==> src/rtl/ex_stage.sv <==
// Execute stage: single-cycle ALU, address generation and CMP flags, plus
// iterative 16-step MUL/DIV that stalls upstream while it runs.
module ex_stage #(
  parameter int WIDTH     = 16,
  parameter int MD_CYCLES = 16
) (
  input  logic             clk,
  input  logic             reset,
  input  logic             valid_in,
  input  logic [WIDTH-1:0] a_in,
  input  logic [WIDTH-1:0] b_in,
  input  logic [7:0]       opcode_in,
  input  logic [WIDTH-1:0] imedi_in,
  input  logic [3:0]       destreg_in,
  input  logic             set_regwrite_in,
  output logic             stall_out,
  output logic             valid_out,
  output logic [WIDTH-1:0] result_out,
  output logic [WIDTH-1:0] addr_out,
  output logic [WIDTH-1:0] store_data_out,
  output logic             mem_read_out,
  output logic             mem_write_out,
  output logic [3:0]       destreg_out,
  output logic             set_regwrite_out,
  output logic             flag_z,
  output logic             flag_n,
  output logic             flag_c
);

  localparam logic [7:0] OP_NOT = 8'h2A;
  localparam logic [7:0] OP_ADD = 8'h43;
  localparam logic [7:0] OP_SUB = 8'h44;
  localparam logic [7:0] OP_MUL = 8'h45;
  localparam logic [7:0] OP_DIV = 8'h46;
  localparam logic [7:0] OP_AND = 8'h47;
  localparam logic [7:0] OP_OR  = 8'h48;
  localparam logic [7:0] OP_CMP = 8'h49;
  localparam logic [7:0] OP_LW1 = 8'hA1;
  localparam logic [7:0] OP_LW  = 8'hC1;
  localparam logic [7:0] OP_SW  = 8'hC2;

  localparam int CNT_W = $clog2(MD_CYCLES + 1);

  typedef enum logic {IDLE, BUSY} state_t;

  state_t             state, state_nx;
  logic [CNT_W-1:0]   count;

  // md_a: multiplicand (MUL) or dividend/quotient shift register (DIV)
  // md_b: multiplier (MUL) or divisor (DIV); md_acc: product or remainder
  logic [WIDTH-1:0]   md_a, md_b, md_acc;
  logic [WIDTH-1:0]   md_a_nx, md_b_nx, md_acc_nx;
  logic               md_div, md_rw;
  logic [3:0]         md_dest;
  logic [WIDTH:0]     rem_sh;
  logic               div_ge;

  logic               n_valid, n_rd, n_wr, n_rw, flag_upd, md_start;
  logic [WIDTH-1:0]   n_result, n_addr, n_store, diff;
  logic [3:0]         n_dest;

  assign stall_out = (state == BUSY);
  assign diff      = a_in - b_in;

  // One MUL or DIV iteration
  always_comb begin
    rem_sh = {md_acc, md_a[WIDTH-1]};
    div_ge = (rem_sh >= {1'b0, md_b});
    if (md_div) begin
      md_acc_nx = div_ge ? (rem_sh[WIDTH-1:0] - md_b) : rem_sh[WIDTH-1:0];
      md_a_nx   = {md_a[WIDTH-2:0], div_ge};
      md_b_nx   = md_b;
    end else begin
      md_acc_nx = md_acc + (md_b[0] ? md_a : '0);
      md_a_nx   = {md_a[WIDTH-2:0], 1'b0};
      md_b_nx   = {1'b0, md_b[WIDTH-1:1]};
    end
  end

  // NOTE: every signal gets a default first so no path leaves it unassigned,
  // which would otherwise infer a latch.
  always_comb begin
    state_nx = state;
    n_valid  = 1'b0;
    n_result = '0;
    n_addr   = '0;
    n_store  = '0;
    n_rd     = 1'b0;
    n_wr     = 1'b0;
    n_dest   = '0;
    n_rw     = 1'b0;
    flag_upd = 1'b0;
    md_start = 1'b0;
    case (state)
      IDLE: if (valid_in) begin
        n_valid = 1'b1;
        n_dest  = destreg_in;
        n_rw    = set_regwrite_in;
        case (opcode_in)
          OP_ADD: n_result = a_in + b_in;
          OP_SUB: n_result = diff;
          OP_AND: n_result = a_in & b_in;
          OP_OR:  n_result = a_in | b_in;
          OP_NOT: n_result = ~a_in;
          OP_CMP: begin
            n_result = diff;
            n_rw     = 1'b0;
            flag_upd = 1'b1;
          end
          OP_LW: begin
            n_addr = b_in + imedi_in;
            n_rd   = 1'b1;
          end
          OP_LW1: begin
            n_addr = imedi_in;
            n_rd   = 1'b1;
          end
          OP_SW: begin
            n_addr  = b_in + imedi_in;
            n_store = a_in;
            n_wr    = 1'b1;
            n_rw    = 1'b0;
          end
          OP_MUL, OP_DIV: begin
            // Accept edge loads a bubble; the result arrives 16 edges later
            n_valid  = 1'b0;
            n_dest   = '0;
            n_rw     = 1'b0;
            md_start = 1'b1;
            state_nx = BUSY;
          end
          default: n_rw = 1'b0;
        endcase
      end
      BUSY: if (count == CNT_W'(1)) begin
        state_nx = IDLE;
        n_valid  = 1'b1;
        n_result = md_div ? md_a_nx : md_acc_nx;
        n_dest   = md_dest;
        n_rw     = md_rw;
      end
      default: state_nx = IDLE;
    endcase
  end

  // NOTE: sequential state uses non-blocking assignments so every register
  // samples pre-edge values regardless of statement order.
  always_ff @(posedge clk) begin
    if (reset) begin
      state <= IDLE;
      count <= '0;
    end else begin
      state <= state_nx;
      if (md_start)
        count <= CNT_W'(MD_CYCLES);
      else if (state == BUSY)
        count <= count - CNT_W'(1);
    end
  end

  always_ff @(posedge clk) begin
    if (reset) begin
      valid_out        <= 1'b0;
      result_out       <= '0;
      addr_out         <= '0;
      store_data_out   <= '0;
      mem_read_out     <= 1'b0;
      mem_write_out    <= 1'b0;
      destreg_out      <= '0;
      set_regwrite_out <= 1'b0;
      flag_z           <= 1'b0;
      flag_n           <= 1'b0;
      flag_c           <= 1'b0;
    end else begin
      valid_out        <= n_valid;
      result_out       <= n_result;
      addr_out         <= n_addr;
      store_data_out   <= n_store;
      mem_read_out     <= n_rd;
      mem_write_out    <= n_wr;
      destreg_out      <= n_dest;
      set_regwrite_out <= n_rw;
      if (flag_upd) begin
        flag_z <= (a_in == b_in);
        flag_n <= diff[WIDTH-1];
        flag_c <= (a_in < b_in);
      end
    end
  end

  // NOTE: MUL/DIV working registers are deliberately not reset; they are
  // only observed in BUSY, which is always entered through a load.
  always_ff @(posedge clk) begin
    if (md_start) begin
      md_div  <= (opcode_in == OP_DIV);
      md_dest <= destreg_in;
      md_rw   <= set_regwrite_in;
      md_acc  <= '0;
      md_a    <= a_in;
      md_b    <= b_in;
    end else if (state == BUSY) begin
      md_acc  <= md_acc_nx;
      md_a    <= md_a_nx;
      md_b    <= md_b_nx;
    end
  end

endmodule

==> config.mk <==
export PLATFORM = sky130hd
export DESIGN_NAME = ex_stage
export DESIGN_NICKNAME = d
export VERILOG_FILES = /design/src/rtl/ex_stage.sv
export SDC_FILE = /design/constraint.sdc
export NUM_CORES = 1
export LEC_CHECK = 0
export ABC_CLOCK_PERIOD_IN_PS = 4050
export BUFFER_PORTS_ARGS = -buffer_cell sky130_fd_sc_hd__buf_2
export CAP_MARGIN = 5
export CORE_MARGIN = 2
export CORE_UTILIZATION = 40
export CTS_CLUSTER_SIZE = 8
export DETAILED_ROUTE_END_ITERATION = 16
export SKIP_LAST_GASP = 1
export SLEW_MARGIN = 10
export SYNTH_ARGS = -nofsm -noshare
export SYNTH_HDL_FRONTEND = slang
export SYNTH_SLANG_ARGS = --single-unit
==> constraint.sdc <==
create_clock -name clk -period 4.05 [get_ports clk]
set_clock_uncertainty 0.05 [all_clocks]
set_input_delay 1.215 -clock clk [delete_from_list [all_inputs] [get_ports clk]]
set_output_delay 1.215 -clock clk [all_outputs]
set_load 0.01 [all_outputs]
# Yosys cells after proc, flatten, opt, wreduce, memory -nomap -nowiden
# Cells that the tools add are included.
word_totals:
  register_bits: 119
  in_bits: 64
  out_inout_bits: 60
  wordCells: 97
classes:
  n_addsub: 6
  order_cmp: 2
  eq_ne: 14
  muxes: 39
  bitwise: 6
  n_reduce_logical: 10
op_table:
  columns: ["cell", "count"]
  rows:
  - ["two-way mux 16 bit", 11]
  - ["one-hot mux 16 bit (5 select lines)", 1]
  - ["one-hot mux 16 bit (2 select lines)", 2]
  - ["== test 8 x 7 -> 1 bit, second input constant", 7]
  - ["adder 16 bit", 3]
  - ["subtractor 16 bit", 2]
  - ["== test 8 bit, second input constant", 3]
  - ["greater-or-equal comparator 17 x 16 -> 1 bit", 1]
  - ["AND 16 bit", 1]
  - ["== test 16 bit", 1]
  - ["< comparator 16 bit", 1]
  - ["two-way mux 1 bit", 16]
  - ["NOT 16 bit", 1]
  - ["bitwise OR 16 bit", 1]
  - ["two-way mux 4 bit", 3]
  - ["two-way mux 5 bit", 2]
  - ["OR reduction 2 bit", 5]
  - ["== test 8 x 6 -> 1 bit, second input constant", 1]
  - ["one-hot mux 4 bit (2 select lines)", 1]
  - ["OR reduction 7 bit", 1]
  - ["one-hot mux 1 bit (2 select lines)", 3]
  - ["== test 5 x 1 -> 1 bit, second input constant", 1]
  - ["subtractor 5 x 1 -> 5 bit, second input constant", 1]
  - ["OR reduction 4 bit", 1]
  - ["5 further kinds", 7]

# Longest topological paths before layout
# Gate-level depths: netlist (run 1).
depth:
  word_depth: 7
  mapped_depth: 13
  mapped_depth_nobuf: 13

# Worst setup path after synthesis (run 1)
# OpenSTA, ideal clock, no wires.
synth_timing:
  path_type: "in2reg"
  from: "in opcode_in[5]"
  to: "reg md_b[0], enable pin"
  setup_ns: 0.388
  arrival_time_ns: 3.428
  required_ns: 3.612
  setup_slack_ns: 0.183
  path_stages: 6
  path_buffers: 1
  path_cell_list: "or4b_4 or2_1 a21oi_1 a21oi_1 clkbuf_1 nor2_1"
synth_between:
  elab_chain_len: 7
  elab_cells_between_ends: 9
  classes_between: "eq/ne (3); mux (3); reduce/logical (3)"
synth_lines:
  columns: ["element", "line", "rtl"]
  rows:
  - ["start: declaration", "12", "input logic [7:0] opcode_in,"]
  - ["== test 8 x 7 -> 1 bit", "99", "case (opcode_in)"]
  - ["OR reduction 2 bit (*)", "99", null]
  - ["two-way mux 1 bit (*)", "99", null]
  - ["two-way mux 1 bit (*)", "95", "IDLE: if (valid_in) begin"]
  - ["two-way mux 1 bit (*)", "94", "case (state)"]
  - ["inequality test 2 x 1 -> 1 bit (no source line) or nonzero test 2 bit (tied branches)", null, null]
  - ["AND reduction 2 bit (no source line) (*)", null, null]
  - ["end signal: assignment", "200", "md_b <= b_in;"]
  - ["end signal: assignment", "204", "md_b <= md_b_nx;"]
  - ["end: declaration", "51", "logic [WIDTH-1:0] md_a, md_b, md_acc;"]
# Every way passes the cells marked *; elsewhere a longest branch is shown, timed or not.
# A chain may end at the register's enable or synchronous reset.

# Final worst setup path (run 1)
layout_timing:
  from: "in a_in[0]"
  to: "reg result_out[12]"
layout_between:
  elab_chain_len: 4
  elab_cells_between_ends: 5
  classes_between: "add/sub (2); mux (3)"
layout_lines:
  columns: ["element", "line", "rtl"]
  rows:
  - ["start: declaration", "10", "input logic [WIDTH-1:0] a_in,"]
  - ["subtractor 16 bit or adder 16 bit (tied branches)", "63, 100", null]
  - ["one-hot mux 16 bit (5 select lines) (*)", "99", null]
  - ["two-way mux 16 bit (*)", "95", null]
  - ["one-hot mux 16 bit (2 select lines) (*)", "94", null]
  - ["end signal: assignment", "176", "result_out <= n_result;"]
  - ["end: declaration", "18", "output logic [WIDTH-1:0] result_out,"]
# Marked as above.

==> flow_summary_export.csv, run 1 <==
group,metric,value,unit
critical_path,critical_path_class,"input port to flip-flop",
finish,syn2layout_area_growth,19.98,%
critical_path,r2r_slack,590,ps
sta,slew_headroom,52.23,%
min_path,hold_end,"flag_c",
floorplanning,coreArea,21960,um2
sta,setup_violations,0,
finish,fin_nets,1377,
global_routing,antenna_found_initial,1,
synth,synth_mux_area_share,2.004,%
cts,clkTransAtPathRegs,70,ps
critical_path,arrival,3940,ps
sta,tightest_slew,715.5,ps
cts,insertion_delay,410,ps
global_routing,grt_pass1_wl,46.13,mm
placement,placed_area,10170,um2
critical_path,r2r_cells,12,
floorplanning,fp.dieArea,23690,um2
synth,ys.warnings.count,0,
critical_path,crit_path_top_delay_cell,"fa_1",
floorplanning,num_rows,54,
placement,dpl.hpwl,23.69,mm
cts,cts_hold_buf,0,
finish,layout_commonest_cell,"buf_2",
sta,hold_viol,0,
floorplanning,dieHeight,153.9,um
min_path,hold_path_depth,2,
global_routing,grt_pass1_vias,8179,
sta,fin_ws,346.2,ps
drt,ant_nets,0,
global_routing,grt_overflow_total,0,
synth,synth_edf_count,38,
cts,cts.path.max_buffers,2,
synth,async_reset_ff_share,0,%
job,maxCapViolCount,0,
critical_path,r2r-start,"md_b[0]",
floorplanning,start_util,40.93,%
finish,drive_gt1_share,19.23,%
drt,wl,29.86,mm
sta,grt_setup_unrepaired,"no",
cts,cts_tree,"yes",
drt,drt_iter0_drc,740,
placement,gp_congestion,0.9158,
cts,cts_num_sinks,119,
sta,setup_tns,0,ps
finish,diodes,0,
drt,drc_errors,0,
cts,numCtsBuffers,17,
synth,synth_area,8989,um2
finish,mostFrequentLayoutCells,"123 x buf_2, 99 x ha_1, 95 x nand2_1",
cts,cts_resized,0,
critical_path,max_stage_delay,390,ps
finish,postLayoutCoreUtil,49.11,%
sta,period_needed,3704,ps
floorplanning,die_x,153.9,um
finish,postLayoutCellArea,10780,um2
sta,fmax,270.0,MHz
min_path,min_from,"flag_c",
placement,portBuffers,123,
drt,dr.pass1.iters,5,
critical_path,r2r-end,"result_out[10]",
synth,syn_inst,1054,
sta,timing.final.crit_share,91.45,%
critical_path,worstPathRequired,4280,ps
synth,syn_area_per_cell,8.528,um2
synth,synth_cell_types,83,
synth,syn_nets,1222,
power_and_ir_drop,powerDensity,376.0,nW/um2
drt,vias,8672,
drt,wl_per_cell,19.88,um
critical_path,end_kind,"flip-flop",
synth,synthAdderAreaFrac,14.89,%
power_and_ir_drop,ir_worst_vdd,0.2296,mV
power_and_ir_drop,leakage,4.940,nW
drt,via_per_inst,5.774,
placement,pre_cts_ws,-81.64,ps
synth,synth_compound_area_share,24.71,%
sta,hold_ws,404.1,ps
synth,ys_ff_latch,119,
min_path,hold_class,"flip-flop to flip-flop",
global_routing,grt_use_total,25.19,%
synth,synth_top_family_by_area,"compound AO/OA/AOI/OAI gates",
cts,post_cts_buffers,0,
critical_path,crit_top_cell,"a221o_1",
synth,synth-simple-area-share,16.76,%
synth,synth_ff_type,"dfxtp_1",
synth,synth_xor_area_share,4.287,%
critical_path,crit_chain,"buf_2 -> ha_1 -> fa_1 -> a21o_1 -> a221o_1 -> o311a_1 -> and2_4 -> or3_1 -> a221o_1 -> a21oi_1 -> o22ai_1",
status,status,"completed",
global_routing,grt_max_degree,28,
critical_path,worstPathMaxFanout,2,
sta,drv_slew,0,
synth,ys_seq_area_share,30.73,%
cts,cts_root_buf,"clkbuf_16",
critical_path,worstSetupStartpointType,"input port",
floorplanning,ioPinCount,124,
cts,ctsHtreeMaxLevel,4,
==> critical path, delay by kind of cell <==
kind	cells	cell delay [ps]
AO/OA/AOI/OAI	6	1460
AND/OR/NAND/NOR	2	510
adder cells (fa/ha/maj)	2	610
buffers and inverters	1	130
==> metrics by stage <==
stage	std cells	power (mW)
2_1_floorplan	1054	2.183
3_3_place_gp	1470	2.499
3_5_place_dp	1470	2.507
4_1_cts	1502	4.052
5_1_grt	1502	4.249
6_report	1502	4.055
==> logic make-up (layout without fill, tap and decap cells) <==
kind of cell               count (synthesis)  count (layout)
muxes                                     18              18
adders and majority gates                104             104
xor gates and xnor gates                  44              44
AOI/OAI and AO/OA                        326             326
and+or+nand+nor                          317             317
DFF                                      119             119
buffers and inverters                    126             294
==> worst max path at each step <==
stage                       from              to  cells after the start  slack, ps
detailed placement       a_in[0]  result_out[12]                     11        -80
global route             a_in[0]  result_out[12]                     11        190
global placement         a_in[0]  result_out[12]                     11        -30
finish                   a_in[0]  result_out[12]                     11        350
CTS                      a_in[0]  result_out[12]                     11        340
floorplan           opcode_in[5]         md_b[0]                      6        180
==> cell type report <==
cell class / instances / area (um2)
well taps: 280 / 350.3
clock inverters: 9 / 82.58
multi-input cells: 809 / 5640
inverters: 78 / 292.8
repair buffers: 184 / 1124
fillers: 2108 / 11170
flip-flops and latches: 119 / 2763
clock buffers: 23 / 531.8
==> synth_stat cells, drive strengths merged, types with 6 or more instances <==
cell     number  share of area [%]
ha           99                 14
a21oi        71                4.0
a211oi       13                1.1
a22oi        16                1.3
inv          77                3.2
nor2         94                3.9
nand4         6               0.42
a22o          6               0.58
nor3         28                1.6
a2111oi       6               0.65
o211ai        6               0.50
edfxtp       38                 13
o22ai        19                1.3
or3           6               0.42
a21o         25                2.1
o21bai       17                1.5
nand2        95                4.0
a221oi        6               0.58
nor4         19                1.4
and2         22                1.6
a221o         9                1.0
nand2b        9               0.63
dfxtp        81                 18
nand3        11               0.61
xor2         14                1.4
o21ai        70                3.9
buf          15                1.4
o221ai       24                2.3
clkbuf       33                1.9
mux2i        18                2.0
xnor2        30                2.9
==> power by group <==
group / total, mW / internal, mW / switching, mW / leakage, nW
logic: 1.18 / 0.504 / 0.675 / 3.64
registers: 1.33 / 1.27 / 0.0549 / 0.993
clock network: 1.55 / 0.987 / 0.560 / 0.305
total: 4.05 / 2.76 / 1.29 / 4.94
==> per-layer routing <==
metal	routed length (um)	track usage (%)
met1	13650	34.68
met2	13420	39.96
met3	1866	4.143
met4	921	9.168
met5	7	0
==> state kept, by name, indices dropped and copies added, names as in the netlist <==
register,flops
addr_out,16
count,5
destreg_out,4
flag_c,1
flag_n,1
flag_z,1
md_a,16
md_acc,16
md_b,16
md_dest,4
md_div,1
md_rw,1
mem_read_out,1
mem_write_out,1
result_out,16
set_regwrite_out,1
stall_out,1
store_data_out,16
valid_out,1
Note: power is estimated with default switching activity, not from simulation.
==> run 2: changes to the inputs <==
--- a/config.mk
+++ b/config.mk
@@ -9,9 +9,10 @@
 export BUFFER_PORTS_ARGS = -buffer_cell sky130_fd_sc_hd__buf_2
 export CAP_MARGIN = 5
 export CORE_MARGIN = 2
-export CORE_UTILIZATION = 40
+export CORE_UTILIZATION = 53
 export CTS_CLUSTER_SIZE = 8
 export DETAILED_ROUTE_END_ITERATION = 16
+export PLACE_DENSITY = 0.77
 export SKIP_LAST_GASP = 1
 export SLEW_MARGIN = 10
 export SYNTH_ARGS = -nofsm -noshare
==> run 2 against run 1 <==
Die area shrank 24%. First-iteration DRC count up 26%. Non-clock buffer count shrank 16. Critical path type unchanged. Largest cell class unchanged.
==> flow_summary_export.csv, run 2 (synthesis gave the netlist of run 1 again) <==
group,metric,value,unit
finish,fin_nets,1361,
critical_path,r2r_slack,450,ps
finish,fillers,1463,
power_and_ir_drop,p_int,2.609,mW
critical_path,end_kind,"flip-flop",
power_and_ir_drop,p_switching,1.286,mW
cts,cts_num_sinks,119,
power_and_ir_drop,p_clk_share,36.1,%
min_path,hold_path_depth,2,
cts,insertion_delay,420,ps
floorplanning,start_util,54.20,%
cts,post_cts_buffers,0,
finish,layout_commonest_cell,"buf_2",
cts,cts_hold_buf,0,
cts,numCtsBuffers,17,
power_and_ir_drop,ir_worst_vdd,0.3000,mV
power_and_ir_drop,comb_power_share,29.8,%
placement,placed_area,9937,um2
cts,ctsHtreeMaxLevel,4,
min_path,hold_class,"flip-flop to flip-flop",
sta,slew_headroom,30.92,%
finish,drive_gt1_share,17.99,%
global_routing,grt_pass1_wl,42.21,mm
drt,via_per_inst,6.057,
floorplanning,coreArea,16580,um2
cts,cts.path.max_buffers,2,
drt,vias,8644,
sta,hold_ws,395.7,ps
drt,wl,27.25,mm
finish,mostFrequentLayoutCells,"123 x buf_2, 99 x ha_1, 95 x nand2_1",
sta,tightest_slew,1030,ps
placement,portBuffers,123,
power_and_ir_drop,powerDensity,371.6,nW/um2
status,status,"completed",
cts,cts_tree,"yes",
sta,timing.final.crit_share,90.60,%
global_routing,grt_overflow_total,0,
floorplanning,dieHeight,134.2,um
critical_path,critical_path_class,"input port to flip-flop",
cts,cts_resized,0,
job,maxCapViolCount,0,
floorplanning,die_x,134.2,um
critical_path,r2r-start,"md_b[0]",
finish,syn2layout_area_growth,16.62,%
drt,drc_errors,0,
sta,hold_viol,0,
cts,clkTransAtPathRegs,60,ps
critical_path,worstSetupStartpointType,"input port",
sta,period_needed,3669,ps
critical_path,arrival,3880,ps
critical_path,r2r_cells,12,
floorplanning,num_rows,47,
drt,drt_iter0_drc,933,
placement,gp_congestion,0.9456,
power_and_ir_drop,leakage,4.808,nW
global_routing,grt_pass1_vias,7917,
drt,wl_per_cell,19.10,um
sta,setup_violations,0,
finish,ff_latch_area,2763,um2
power_and_ir_drop,netSwitchingFraction,33.03,%
power_and_ir_drop,seqPwrFrac,34.1,%
sta,drv_slew,0,
critical_path,r2r-end,"result_out[10]",
floorplanning,ioPinCount,124,
cts,cts_root_buf,"clkbuf_16",
global_routing,grt_use_total,30.27,%
placement,dpl.hpwl,20.81,mm
global_routing,grt_max_degree,34,
sta,fmax,272.5,MHz
finish,multi_input_area,5640,um2
global_routing,antenna_found_initial,1,
floorplanning,fp.dieArea,18020,um2
sta,grt_setup_unrepaired,"no",
critical_path,worstPathRequired,4260,ps
min_path,min_from,"md_rw",
drt,dr.pass1.iters,6,
min_path,hold_end,"set_regwrite_out",
drt,ant_nets,0,
critical_path,worstPathMaxFanout,2,
finish,postLayoutCellArea,10480,um2
==> run 2: how the worst max path moves through the flow <==
stage | cells after the start | slack, ps | startpoint | end
6_report | 11 | 380 | a_in[0] | result_out[12]
3_3_place_gp | 11 | 8 | a_in[0] | result_out[12]
5_1_grt | 15 | 250 | a_in[0] | result_out[14]
3_5_place_dp | 11 | -20 | a_in[0] | result_out[12]
4_1_cts | 11 | 410 | a_in[0] | result_out[12]
2_1_floorplan | 6 | 180 | opcode_in[5] | md_b[0]
==> run 2: per-stage QoR <==
stage          total power [mW]  utilization, %  worst slack, ps  setup TNS [ps]  std cells
3_3_place_gp              2.466           59.92            8.393               0       1394
3_5_place_dp              2.476           59.92           -21.15          -21.15       1394
4_1_cts                   3.886           63.20            409.0               0       1426
6_report                  3.895           63.21            380.7               0       1427
2_1_floorplan             2.183               -            183.3               0       1054
5_1_grt                   4.084           63.20            247.4               0       1426
==> run 2: critical path, stage by stage <==
cell and delay, ps:
buf_2 110, ha_1 220, fa_1 410, a21o_1 190, a221o_1 320, o311a_1 370, and2_4 150, or3_1 360
a221o_1 300, a21oi_1 150, o22ai_1 80
==> run 2: final cells by class <==
type                    instances  share of cell area (%)
clock buffers                  20                   4.166
multi-input cells             809                   53.81
well taps                     220                   2.626
inverters                      78                   2.793
diodes                          1                 0.02387
flip-flops and latches        119                   26.35
clock inverters                12                   1.015
repair buffers                168                   9.215
==> run 2: power by group through the flow <==
stage | clock network, mW | registers, mW | logic [mW]
after floorplan | 0 | 1.34 | 0.845
after global placement | 0 | 1.35 | 1.11
after detailed placement | 0 | 1.35 | 1.12
after CTS | 1.42 | 1.33 | 1.14
after global routing | 1.47 | 1.34 | 1.28
final | 1.41 | 1.33 | 1.16
==> run 2: routing by layer <==
layer | GRT usage [%] | part of all wire [%] | vias to the layer above
met5 | 0 | 0.048 | -
met4 | 12.05 | 3.8 | 2
met3 | 6.727 | 8.1 | 68
met2 | 47.22 | 45 | 401
met1 | 40.83 | 43 | 4033
li1 | - | - | 4140
